### src/rtl/reg_bus_pkg.sv
// Shared types, constants and helpers for the register-bus splitter.
package reg_bus_pkg;

   // Read-side state machine encoding.
   typedef enum logic [1:0] {
      ST_IDLE = 2'd0,
      ST_REQ  = 2'd1,
      ST_WAIT = 2'd2,
      ST_RESP = 2'd3
   } rd_state_e;

   // Read data returned when a read times out or targets no slave.
   localparam logic [31:0] C_ERR_DATA = 32'hDEAD_BEEF;

   // Slave index field of an address: 'width' bits starting at bit 'lsb'.
   function automatic logic [15:0] slv_index(input logic [63:0] addr,
                                             input int unsigned lsb,
                                             input int unsigned width);
      logic [63:0] mask;
      mask = (64'd1 << width) - 64'd1;
      return 16'((addr >> lsb) & mask);
   endfunction

endpackage

### src/rtl/reg_bus_decode.sv
// Combinational address decode: one-hot slave select, slave offset and
// mapped check. Shared by the write and read paths of the splitter.
module reg_bus_decode
   import reg_bus_pkg::*;
#(
   parameter int P_ADDR_WIDTH = 16,
   parameter int P_SLV_AWIDTH = 12,
   parameter int P_NUM_SLV    = 4,
   parameter int P_SEL_WIDTH  = 4
) (
   input  logic [P_ADDR_WIDTH-1:0] addr,
   output logic [P_NUM_SLV-1:0]    sel_oh,
   output logic [P_SLV_AWIDTH-1:0] offset,
   output logic                    mapped
);

   localparam logic [P_NUM_SLV-1:0] C_ONE = P_NUM_SLV'(1'b1);

   logic [15:0] idx_s;

   // Extract the index field, flag indices beyond the last slave, build one-hot.
   always_comb begin
      idx_s  = slv_index(64'(addr), P_SLV_AWIDTH, P_SEL_WIDTH);
      offset = addr[P_SLV_AWIDTH-1:0];
      mapped = (idx_s < 16'(P_NUM_SLV));
      if (mapped) begin
         sel_oh = C_ONE << idx_s;
      end else begin
         sel_oh = {P_NUM_SLV{1'b0}};
      end
   end

endmodule

### src/rtl/reg_bus_split.sv
// 1-to-N register-bus splitter with registered write fan-out, a read FSM
// with response timeout, unmapped-address handling and sticky error flags.
module reg_bus_split
   import reg_bus_pkg::*;
#(
   parameter int          P_ADDR_WIDTH = 16,
   parameter int          P_SLV_AWIDTH = 12,
   parameter int          P_NUM_SLV    = 4,
   parameter int          P_SEL_WIDTH  = 4,
   parameter int          P_TIMEOUT    = 255,
   parameter logic [31:0] P_ERR_DATA   = C_ERR_DATA
) (
   input  logic                              CLK,
   input  logic                              RST,
   input  logic                              S_WREN,
   input  logic [P_ADDR_WIDTH-1:0]           S_WADR,
   input  logic [31:0]                       S_WDAT,
   input  logic                              S_RDEN,
   input  logic [P_ADDR_WIDTH-1:0]           S_RADR,
   output logic [31:0]                       S_RDAT,
   output logic                              S_RVLD,
   output logic                              S_BUSY,
   output logic [P_NUM_SLV-1:0]              M_WREN,
   output logic [P_NUM_SLV*P_SLV_AWIDTH-1:0] M_WADR,
   output logic [P_NUM_SLV*32-1:0]           M_WDAT,
   output logic [P_NUM_SLV-1:0]              M_RDEN,
   output logic [P_NUM_SLV*P_SLV_AWIDTH-1:0] M_RADR,
   input  logic [P_NUM_SLV*32-1:0]           M_RDAT,
   input  logic [P_NUM_SLV-1:0]              M_RVLD,
   input  logic                              ERR_CLR,
   output logic                              ERR_TO,
   output logic                              ERR_UNMAP,
   output logic                              ERR_OVF
);

   localparam int          AW      = P_SLV_AWIDTH;
   localparam logic [15:0] C_TMO_L = 16'(P_TIMEOUT - 1);

   // Decoder outputs
   logic [P_NUM_SLV-1:0] w_oh_s, r_oh_s;
   logic [AW-1:0]        w_off_s, r_off_s;
   logic                 w_map_s, r_map_s;

   // Write path state
   logic [P_NUM_SLV-1:0]    wren_d, wren_q;
   logic [P_NUM_SLV*AW-1:0] wadr_d, wadr_q;
   logic [P_NUM_SLV*32-1:0] wdat_d, wdat_q;

   // Read path state
   rd_state_e               state_d, state_q;
   logic [P_NUM_SLV-1:0]    sel_d, sel_q;
   logic [P_NUM_SLV-1:0]    rden_d, rden_q;
   logic [P_NUM_SLV*AW-1:0] radr_d, radr_q;
   logic [15:0]             tmo_d, tmo_q;
   logic [31:0]             rdat_d, rdat_q;
   logic                    rvld_d, rvld_q;
   logic                    busy_d, busy_q;

   // Error flags and their set events
   logic to_d, to_q, unmap_d, unmap_q, ovf_d, ovf_q;
   logic to_set_s, unmap_rd_set_s, unmap_set_s, ovf_set_s;

   // Selected slave response
   logic        sel_vld_s;
   logic [31:0] sel_dat_s;

   reg_bus_decode #(
      .P_ADDR_WIDTH(P_ADDR_WIDTH), .P_SLV_AWIDTH(P_SLV_AWIDTH),
      .P_NUM_SLV(P_NUM_SLV), .P_SEL_WIDTH(P_SEL_WIDTH)
   ) u_wdec (
      .addr(S_WADR), .sel_oh(w_oh_s), .offset(w_off_s), .mapped(w_map_s)
   );

   reg_bus_decode #(
      .P_ADDR_WIDTH(P_ADDR_WIDTH), .P_SLV_AWIDTH(P_SLV_AWIDTH),
      .P_NUM_SLV(P_NUM_SLV), .P_SEL_WIDTH(P_SEL_WIDTH)
   ) u_rdec (
      .addr(S_RADR), .sel_oh(r_oh_s), .offset(r_off_s), .mapped(r_map_s)
   );

   // Write fan-out: one-cycle strobe to the addressed slave, its slice updated.
   always_comb begin
      wadr_d = wadr_q;
      wdat_d = wdat_q;
      if (S_WREN) begin
         wren_d = w_oh_s;
      end else begin
         wren_d = {P_NUM_SLV{1'b0}};
      end
      for (int i = 0; i < P_NUM_SLV; i++) begin
         if (S_WREN && w_oh_s[i]) begin
            wadr_d[i*AW +: AW] = w_off_s;
            wdat_d[i*32 +: 32] = S_WDAT;
         end else begin
            wadr_d[i*AW +: AW] = wadr_q[i*AW +: AW];
            wdat_d[i*32 +: 32] = wdat_q[i*32 +: 32];
         end
      end
   end

   // Pick the valid and data of the latched slave; others are ignored.
   always_comb begin
      sel_vld_s = |(M_RVLD & sel_q);
      sel_dat_s = 32'h0000_0000;
      for (int i = 0; i < P_NUM_SLV; i++) begin
         if (sel_q[i]) begin
            sel_dat_s = M_RDAT[i*32 +: 32];
         end else begin
            sel_dat_s = sel_dat_s;
         end
      end
   end

   // Read FSM next state and registered-output next values.
   // An unmapped read still spends one cycle in REQ (with no strobe, since its
   // select is empty) so that its response lands two cycles after the request.
   always_comb begin
      state_d        = state_q;
      sel_d          = sel_q;
      rden_d         = {P_NUM_SLV{1'b0}};
      radr_d         = radr_q;
      tmo_d          = tmo_q;
      rdat_d         = rdat_q;
      rvld_d         = 1'b0;
      to_set_s       = 1'b0;
      unmap_rd_set_s = 1'b0;
      case (state_q)
         ST_IDLE: begin
            if (S_RDEN) begin
               sel_d   = r_oh_s;
               state_d = ST_REQ;
               if (r_map_s) begin
                  rden_d = r_oh_s;
                  for (int i = 0; i < P_NUM_SLV; i++) begin
                     if (r_oh_s[i]) begin
                        radr_d[i*AW +: AW] = r_off_s;
                     end else begin
                        radr_d[i*AW +: AW] = radr_q[i*AW +: AW];
                     end
                  end
               end else begin
                  unmap_rd_set_s = 1'b1;
               end
            end else begin
               state_d = ST_IDLE;
            end
         end
         ST_REQ: begin
            tmo_d = 16'h0000;
            if (|sel_q) begin
               state_d = ST_WAIT;
            end else begin
               state_d = ST_RESP;
               rvld_d  = 1'b1;
               rdat_d  = P_ERR_DATA;
            end
         end
         ST_WAIT: begin
            tmo_d = tmo_q + 16'h0001;
            if (sel_vld_s) begin
               state_d = ST_RESP;
               rvld_d  = 1'b1;
               rdat_d  = sel_dat_s;
            end else if (tmo_q == C_TMO_L) begin
               state_d  = ST_RESP;
               rvld_d   = 1'b1;
               rdat_d   = P_ERR_DATA;
               to_set_s = 1'b1;
            end else begin
               state_d = ST_WAIT;
            end
         end
         ST_RESP: begin
            state_d = ST_IDLE;
         end
         default: begin
            state_d = ST_IDLE;
         end
      endcase
      busy_d = (state_d != ST_IDLE);
   end

   // Sticky error flags: a set event in the same cycle as a clear wins.
   always_comb begin
      unmap_set_s = unmap_rd_set_s | (S_WREN & ~w_map_s);
      ovf_set_s   = S_RDEN & (state_q != ST_IDLE);
      if (ERR_CLR) begin
         to_d    = to_set_s;
         unmap_d = unmap_set_s;
         ovf_d   = ovf_set_s;
      end else begin
         to_d    = to_q | to_set_s;
         unmap_d = unmap_q | unmap_set_s;
         ovf_d   = ovf_q | ovf_set_s;
      end
   end

   // All state registers, asynchronously cleared.
   always_ff @(posedge CLK or posedge RST) begin
      if (RST) begin
         wren_q  <= '0;
         wadr_q  <= '0;
         wdat_q  <= '0;
         state_q <= ST_IDLE;
         sel_q   <= '0;
         rden_q  <= '0;
         radr_q  <= '0;
         tmo_q   <= 16'h0000;
         rdat_q  <= 32'h0000_0000;
         rvld_q  <= 1'b0;
         busy_q  <= 1'b0;
         to_q    <= 1'b0;
         unmap_q <= 1'b0;
         ovf_q   <= 1'b0;
      end else begin
         wren_q  <= wren_d;
         wadr_q  <= wadr_d;
         wdat_q  <= wdat_d;
         state_q <= state_d;
         sel_q   <= sel_d;
         rden_q  <= rden_d;
         radr_q  <= radr_d;
         tmo_q   <= tmo_d;
         rdat_q  <= rdat_d;
         rvld_q  <= rvld_d;
         busy_q  <= busy_d;
         to_q    <= to_d;
         unmap_q <= unmap_d;
         ovf_q   <= ovf_d;
      end
   end

   assign M_WREN    = wren_q;
   assign M_WADR    = wadr_q;
   assign M_WDAT    = wdat_q;
   assign M_RDEN    = rden_q;
   assign M_RADR    = radr_q;
   assign S_RDAT    = rdat_q;
   assign S_RVLD    = rvld_q;
   assign S_BUSY    = busy_q;
   assign ERR_TO    = to_q;
   assign ERR_UNMAP = unmap_q;
   assign ERR_OVF   = ovf_q;

endmodule
### config.mk
export PLATFORM = sky130hd
export DESIGN_NAME = reg_bus_split
export DESIGN_NICKNAME = d
export VERILOG_FILES = /design/src/rtl/reg_bus_pkg.sv /design/src/rtl/reg_bus_decode.sv /design/src/rtl/reg_bus_split.sv
export SDC_FILE = /design/constraint.sdc
export NUM_CORES = 1
export LEC_CHECK = 0
export ABC_CLOCK_PERIOD_IN_PS = 24500
export CELL_PAD_IN_SITES_DETAIL_PLACEMENT = 0
export CELL_PAD_IN_SITES_GLOBAL_PLACEMENT = 1
export CORE_MARGIN = 1.5
export CORE_UTILIZATION = 37
export DETAILED_ROUTE_END_ITERATION = 6
export PLACE_DENSITY = 0.92
export SLEW_MARGIN = 5
export SYNTH_ARGS = -nofsm -noshare
export SYNTH_HDL_FRONTEND = slang
export SYNTH_HIERARCHICAL = 1
export SYNTH_SLANG_ARGS = --single-unit
### constraint.sdc
create_clock -name CLK -period 24.5 [get_ports CLK]
set_input_delay 4.9 -clock CLK [delete_from_list [all_inputs] [get_ports CLK]]
set_output_delay 4.9 -clock CLK [all_outputs]
set_load 0.01 [all_outputs]
==> results.toml, run 1 <==
[sta]
final.setup.tns_ns = 0
worst_pin_slew_ns = 1.228
max_clk_rate_mhz = 143.9
finalCriticalPeriod_ns = 6.951
slew_violations = 0
finalSetupViolations = 0
finClkSkew_ns = 0.01318
finalCritPeriodShare_pct = 28.37
relSlewSlack_pct = 17.82
post_layout_worst_setup_margin_ns = 17.55
finalHoldViolations = 0
smallest_hold_slack_ns = 0.5013
unrepaired_setup_endpoints_after_global_routing = "no"

[die]
start_util_pct = 37.74
total_die_area_mm2 = 0.03446
core_area_mm2 = 0.03270
std_cell_rows = 66
boundaryPins = 470
chipHeight_um = 185.6
floorplan.die.width_um = 185.6

[logic_synthesis]
synth-edff-count = 0
synth.largest_area_cell = "dfrtp_1"
post_synth.cell_area_avg_um2 = 13.56
synth_sequential_area_ratio_pct = 59.00
synthTopCellsByCount = "291 x dfrtp_1, 228 x mux2_2, 69 x inv_1, 62 x a21oi_1, 38 x clkbuf_1"
synth_cells = 910
synth.cell_area_mm2 = 0.01234
synth.yosys.warnings = 6
synth_async_sr_flop_share_pct = 100.0
library_cell_with_the_highest_instance_count_after_synthesis = "dfrtp_1"
netlist.area_leader.share_pct = 59.00
ys_top_cells_by_area = "dfrtp_1 59%, mux2_2 21%, a21oi_1 2.5%"
syn_nets = 1116
synth_cell_type_count = 46
ys_ff_latch = 291
synth_top_flop_cell = "dfrtp_1"

[layout]
drive_above_1_share_pct = 23.96
seq_area_mm2 = 0.007283
multi_input_area_mm2 = 0.004409
filler_cell_count = 2714
n_antenna_cell = 0
synthToLayoutAreaGrowth_pct = 48.81
layout.nets = 1555

[worst_hold_path]
worst_hold_startpoint = "M_WDAT[12]$_DFFE_PP0P_"
whs_path_depth = 1
worst_hold_path.endpoint = "M_WDAT[12]$_DFFE_PP0P_"
type_of_the_worst_min_delay_path = "register to register"

[pwr]
seq_power_share_pct = 37.7
switching_share_pct = 30.57
power-per-cell-area_mw_per_mm2 = 93.12
leakagePower_nw = 8.196
finalPower_mw = 1.710
clock_power_share_pct = 28.3
switching_power_mw = 0.5229
power.ir.vdd_worst_v = 0.00006178
pwr-share-comb_pct = 34.0
internal-power_mw = 1.188

[clock_network]
post_cts_buffers = 0
clock_pin_slew_reported_for_the_worst_setup_and_hold_paths_after_clock_tree_synthesis_ns = 0.06
post_cts_resized = 0
cts_root_buf = "clkbuf_16"
clk-insertion-delay-late_ns = 0.57
postCtsHoldBufs = 0
tritoncts_num_sinks = 291
tritoncts = "built"
cts_max_level = 1
tritoncts.num_buffers = 31
cts-root-to-sink-buffers = 3

[global_route]
grt_pass1_vias = 9411
global_route_wire_length_before_repair_um = 54530
grt_remaining_overflow = 0
pin_count_of_the_biggest_net_entering_global_routing = 79
grt.total_usage_pct = 20.57
antenna_found_initial = 0

[place]
dp_slack_ns = 16.80
finalWeightedCongestion = 0.7728
io_buffers = 469
place.detailed.hpwl_um = 26690

[worst_setup_path]
crit-reg2reg-launch = "sel_q[3]$_DFFE_PP0P_"
worstSetupEndpointType = "async pin"
worst_r2r_path_depth = 6
cp_cell_sequence = "clkdlybuf4s50_1 > inv_8 > buf_4 > buf_4"
timing.critical_path.slowest_stage_cell = "buf_4"
critPathArrivalTime_ns = 7.51
critPathMostFrequentCell = "buf_4"
critical_path_required_ns = 25.06
worstSetupStartpointType = "input port"
regToRegSetupSlack_ns = 22.06
r2r_end = "S_RDAT[28]$_DFFE_PP0P_"
worst-path-max-fanout = 76
path_class = "input port to async pin"
worst_path_largest_cell_delay_ns = 0.86

[run_status]
status = "finished, final reports clean"

[drt]
detail_route.iter0.violations = 300
drc_errors = 0
dr.pass1.iters = 4
avgViaCountPerCell = 4.994
routed_wire_length_per_instance_um = 20.34
via_count = 9065
detail-route-antenna-nets = 0
routed_wl_um = 36910

[run]
drv_cap = 0
## cells in the final DEF (no fill, tap or decap), types with 3 or more instances in the layout
cell type | Yosys | final
clkdlybuf4s50_1 | 0 | 469
dfrtp_1 | 291 | 290
mux2_2 | 228 | 228
inv_1 | 69 | 68
a21oi_1 | 62 | 62
clkbuf_16 | 0 | 31
a221o_1 | 24 | 24
nand2_1 | 24 | 20
a221oi_2 | 20 | 20
nor2_1 | 15 | 15
buf_4 | 24 | 12
a22oi_1 | 10 | 10
o22ai_1 | 10 | 10
a22o_1 | 8 | 8
clkbuf_1 | 38 | 7
nor4_1 | 6 | 6
nand3_1 | 6 | 6
o21ai_0 | 6 | 6
xnor2_1 | 5 | 5
ha_1 | 5 | 5
clkbuf_8 | 0 | 5
nand2_2 | 0 | 4
nand2b_1 | 4 | 4
a221oi_1 | 4 | 4
clkinv_2 | 0 | 4
bufinv_16 | 0 | 4
nor4b_2 | 4 | 4
and3_1 | 3 | 3
nor3_1 | 3 | 3
clkinvlp_4 | 0 | 3
## worst max-delay path, delay by kind of cell
family                 cells  cell delay, ns
buffers and inverters      4            2.53
## state kept, by name, summed over array words and instances, names as in the netlist
signal	count
sel_q	4
S_BUSY	1
M_RDEN	4
S_RDAT	32
state_q	2
S_RVLD	1
ERR_TO	1
M_WREN	4
tmo_q	16
ERR_OVF	1
M_WDAT	128
ERR_UNMAP	1
M_RADR	48
M_WADR	48
## stage by stage
stage | cell area [um^2] | cells | utilization (%)
4_1_cts | 18370 | 1815 | 56.17
6_report | 18370 | 1815 | 56.17
3_5_place_dp | 17300 | 1758 | 52.89
3_3_place_gp | 17300 | 1758 | 52.89
5_1_grt | 18370 | 1815 | 56.17
2_1_floorplan | 12340 | 910 | -
## cell type report
cell class	count	area share, %
multi-input cells	475	24.01
flip-flops and latches	291	39.65
clock buffers	43	4.741
repair buffers	481	26.05
clock inverters	14	1.090
well taps	442	3.011
inverters	69	1.451
## kinds of logic after synthesis
group           synth area share, %
simple gates                  3.700
xor+xnor                     0.4257
flops                         59.00
buf+inv                       5.383
compound gates                10.11
mux                           20.88
fa+ha+maj                    0.5068
## worst max path at each step
stage / from / endpoint / cells after the start
CTS: RST / M_WDAT[93]$_DFFE_PP0P_ / 4
global placement: RST / M_WDAT[31]$_DFFE_PP0P_ / 4
global route: RST / S_RDAT[20]$_DFFE_PP0P_ / 4
detailed placement: RST / S_RDAT[0]$_DFFE_PP0P_ / 4
finish: RST / M_WADR[15]$_DFFE_PP0P_ / 4
floorplan: RST / ERR_OVF$_DFF_PP0_ / 1
## per-layer routing
metal / up-vias / wire [um] / track usage (%)
li1: 4128 / - / -
met1: 4544 / 13840 / 23.25
met2: 342 / 18800 / 37.66
met3: 51 / 3574 / 6.320
met4: 0 / 698 / 4.968
met5: - / 0 / 0
## power groups by stage
stage,logic (mW),clock network [mW],registers [mW]
after floorplan,0.221,0,0.693
after global placement,0.579,0,0.646
after detailed placement,0.588,0,0.651
after CTS,0.591,0.499,0.644
after global routing,0.625,0.520,0.657
final,0.582,0.484,0.644
Power figures use the tool's default switching activity.
==> run 2, diff against run 1 <==
--- a/config.mk
+++ b/config.mk
@@ -5,13 +5,13 @@
 export SDC_FILE = /design/constraint.sdc
 export NUM_CORES = 1
 export LEC_CHECK = 0
-export ABC_CLOCK_PERIOD_IN_PS = 24500
+export ABC_CLOCK_PERIOD_IN_PS = 6200
 export CELL_PAD_IN_SITES_DETAIL_PLACEMENT = 0
 export CELL_PAD_IN_SITES_GLOBAL_PLACEMENT = 1
 export CORE_MARGIN = 1.5
-export CORE_UTILIZATION = 37
+export CORE_UTILIZATION = 31
 export DETAILED_ROUTE_END_ITERATION = 6
-export PLACE_DENSITY = 0.92
+export PLACE_DENSITY = 0.83
 export SLEW_MARGIN = 5
 export SYNTH_ARGS = -nofsm -noshare
 export SYNTH_HDL_FRONTEND = slang
==> constraint.sdc (replaced) <==
create_clock -name CLK -period 6.2 [get_ports CLK]
set_input_delay 1.24 -clock CLK [delete_from_list [all_inputs] [get_ports CLK]]
set_output_delay 1.24 -clock CLK [all_outputs]
set_load 0.01 [all_outputs]
==> run 2 against run 1 <==
Compared with the run above: non-clock buffer count unchanged; register-to-register slack got worse by 18 ns; sequential power increased to 4.0 times the previous value; combinational power increased to 3.9 times the previous value; clock skew decreased by 0.0032 ns; power increased to 4.0 times the previous value; clock power increased to 4.3 times the previous value; sequential share of layout area decreased by 0.43 points; utilization decreased by 8.6 points; critical path type is now input port to register; largest cell class unchanged.
==> results.toml, run 2 (synthesis gave the netlist of run 1 again) <==
[run_status]
status = "finished, final reports clean"

[pwr]
power-per-cell-area_mw_per_mm2 = 372.3
power.ir.vdd_worst_v = 0.0003791
leakagePower_nw = 8.245

[global_route]
global_route_wire_length_before_repair_um = 58330
grt_use_met1_pct = 20.57
grt_remaining_overflow = 0
grt_pass1_vias = 9666
pin_count_of_the_biggest_net_entering_global_routing = 149
groute.layer.met3.usage_pct = 7.335
grt.total_usage_pct = 18.34
antenna_found_initial = 2
grt_peak_use_layer = "met2"
grtUsageMet2_pct = 31.31

[worst_setup_path]
r2r_end = "S_RDAT[26]$_DFFE_PP0P_"
path_class = "input port to register"
worstSetupStartpointType = "input port"
worstSetupEndpointType = "register"
regToRegSetupSlack_ns = 3.76
critical_path_required_ns = 6.61
critPathArrivalTime_ns = 3.24
worst-path-max-fanout = 13
crit-reg2reg-launch = "sel_q[3]$_DFFE_PP0P_"
worst_r2r_path_depth = 6

[clock_network]
clock_pin_slew_reported_for_the_worst_setup_and_hold_paths_after_clock_tree_synthesis_ns = 0.06
post_cts_resized = 0
cts-root-to-sink-buffers = 3
cts_max_level = 2
clk-insertion-delay-late_ns = 0.52
postCtsHoldBufs = 0
tritoncts_num_sinks = 291
post_cts_buffers = 0
tritoncts.num_buffers = 34
cts_root_buf = "clkbuf_16"
tritoncts = "built"

[sta]
finalSetupViolations = 0
slew_violations = 0
relSlewSlack_pct = 42.70
finalCriticalPeriod_ns = 2.836
max_clk_rate_mhz = 352.6
final.setup.tns_ns = 0
finalCritPeriodShare_pct = 45.75
finClkSkew_ns = 0.009973
finalHoldViolations = 0
unrepaired_setup_endpoints_after_global_routing = "no"
smallest_hold_slack_ns = 0.5010
worst_pin_slew_ns = 0.8596

[drt]
routed_wl_um = 38080
routed_wire_length_per_instance_um = 20.13
drc_errors = 0
avgViaCountPerCell = 4.775
dr.pass1.iters = 4
via_count = 9034
detail-route-antenna-nets = 0
detail_route.iter0.violations = 482

[place]
post-place-cells = 1834
place.detailed.hpwl_um = 27440
io_buffers = 469
detailed_place.area_mm2 = 0.01741
finalWeightedCongestion = 0.8314

[worst_hold_path]
type_of_the_worst_min_delay_path = "register to register"
whs_path_depth = 1
worst_hold_path.endpoint = "M_WADR[45]$_DFFE_PP0P_"
worst_hold_startpoint = "M_WADR[45]$_DFFE_PP0P_"

[layout]
layout.nets = 1558
final_cell_count_no_fill = 1892
synthToLayoutAreaGrowth_pct = 50.43
finish.instance_area_mm2 = 0.01857
layout_common_cells = "469 x clkdlybuf4s50_1, 290 x dfrtp_1, 228 x mux2_2"
drive_above_1_share_pct = 24.13
final_common_cell = "clkdlybuf4s50_1"
largest_register_ff_count = 128

[die]
start_util_pct = 31.64
boundaryPins = 470
total_die_area_mm2 = 0.04102
chipHeight_um = 202.5
floorplan.die.width_um = 202.5
core_area_mm2 = 0.03901
std_cell_rows = 72

[run]
drv_cap = 0
-- run 2: cell types whose count changed in the layout (fill, tap and decap cells not counted) --
cell,before,now
buf_12,0,2
buf_4,12,10
inv_8,1,0
clkbuf_8,5,4
clkbuf_1,7,4
clkbuf_16,31,35
clkinv_4,1,2
inv_16,1,0
diode_2,0,2
bufinv_16,4,5
clkinvlp_4,3,2
-- run 2: area by class of cell --
| cell class | instances | area, um^2 |
|---|---|---|
| diodes | 2 | 5.005 |
| multi-input cells | 475 | 4409 |
| clock buffers | 43 | 945.9 |
| clock inverters | 13 | 203.9 |
| inverters | 69 | 262.8 |
| fillers | 3434 | 20440 |
| flip-flops and latches | 291 | 7283 |
| well taps | 518 | 648.1 |
| repair buffers | 481 | 4810 |
-- run 2: metal layers --
metal	part of all wire, %	routed length, um
met5	0	0
met4	3.3	1247
met3	9.8	3736
met1	38	14460
met2	49	18640
-- run 2: critical path, cell delays in order --
cell and delay, ns:
clkdlybuf4s50_1 0.49, nor4_1 0.50, nand2_1 0.55, mux2_2 0.44
-- run 2: power by group --
group / internal, mW / switching (mW)
logic: 1.22 / 1.06
registers: 2.32 / 0.239
clock network: 1.29 / 0.785
total: 4.83 / 2.08
-- run 2: worst max-delay path by stage --
stage,from,endpoint,slack [ns],cells after the start
2_1_floorplan,RST,ERR_OVF$_DFF_PP0_,1.10,1
4_1_cts,S_RDAT[5]$_DFFE_PP0P_,S_RDAT[5],3.36,1
3_5_place_dp,S_WREN,M_WADR[0]$_DFFE_PP0P_,2.84,4
6_report,S_RADR[14],M_RADR[4]$_DFFE_PP0P_,3.36,4
3_3_place_gp,S_WREN,M_WADR[14]$_DFFE_PP0P_,2.92,4
5_1_grt,S_WREN,M_WADR[1]$_DFFE_PP0P_,3.31,4
-- run 2: metrics by stage --
step / power, mW / setup slack (ns) / util (%)
after floorplan: 3.612 / 1.099 / -
after global placement: 4.845 / 2.919 / 44.64
after detailed placement: 4.887 / 2.840 / 44.64
after CTS: 7.012 / 3.363 / 47.59
after global routing: 7.272 / 3.314 / 47.59
final: 6.913 / 3.364 / 47.60
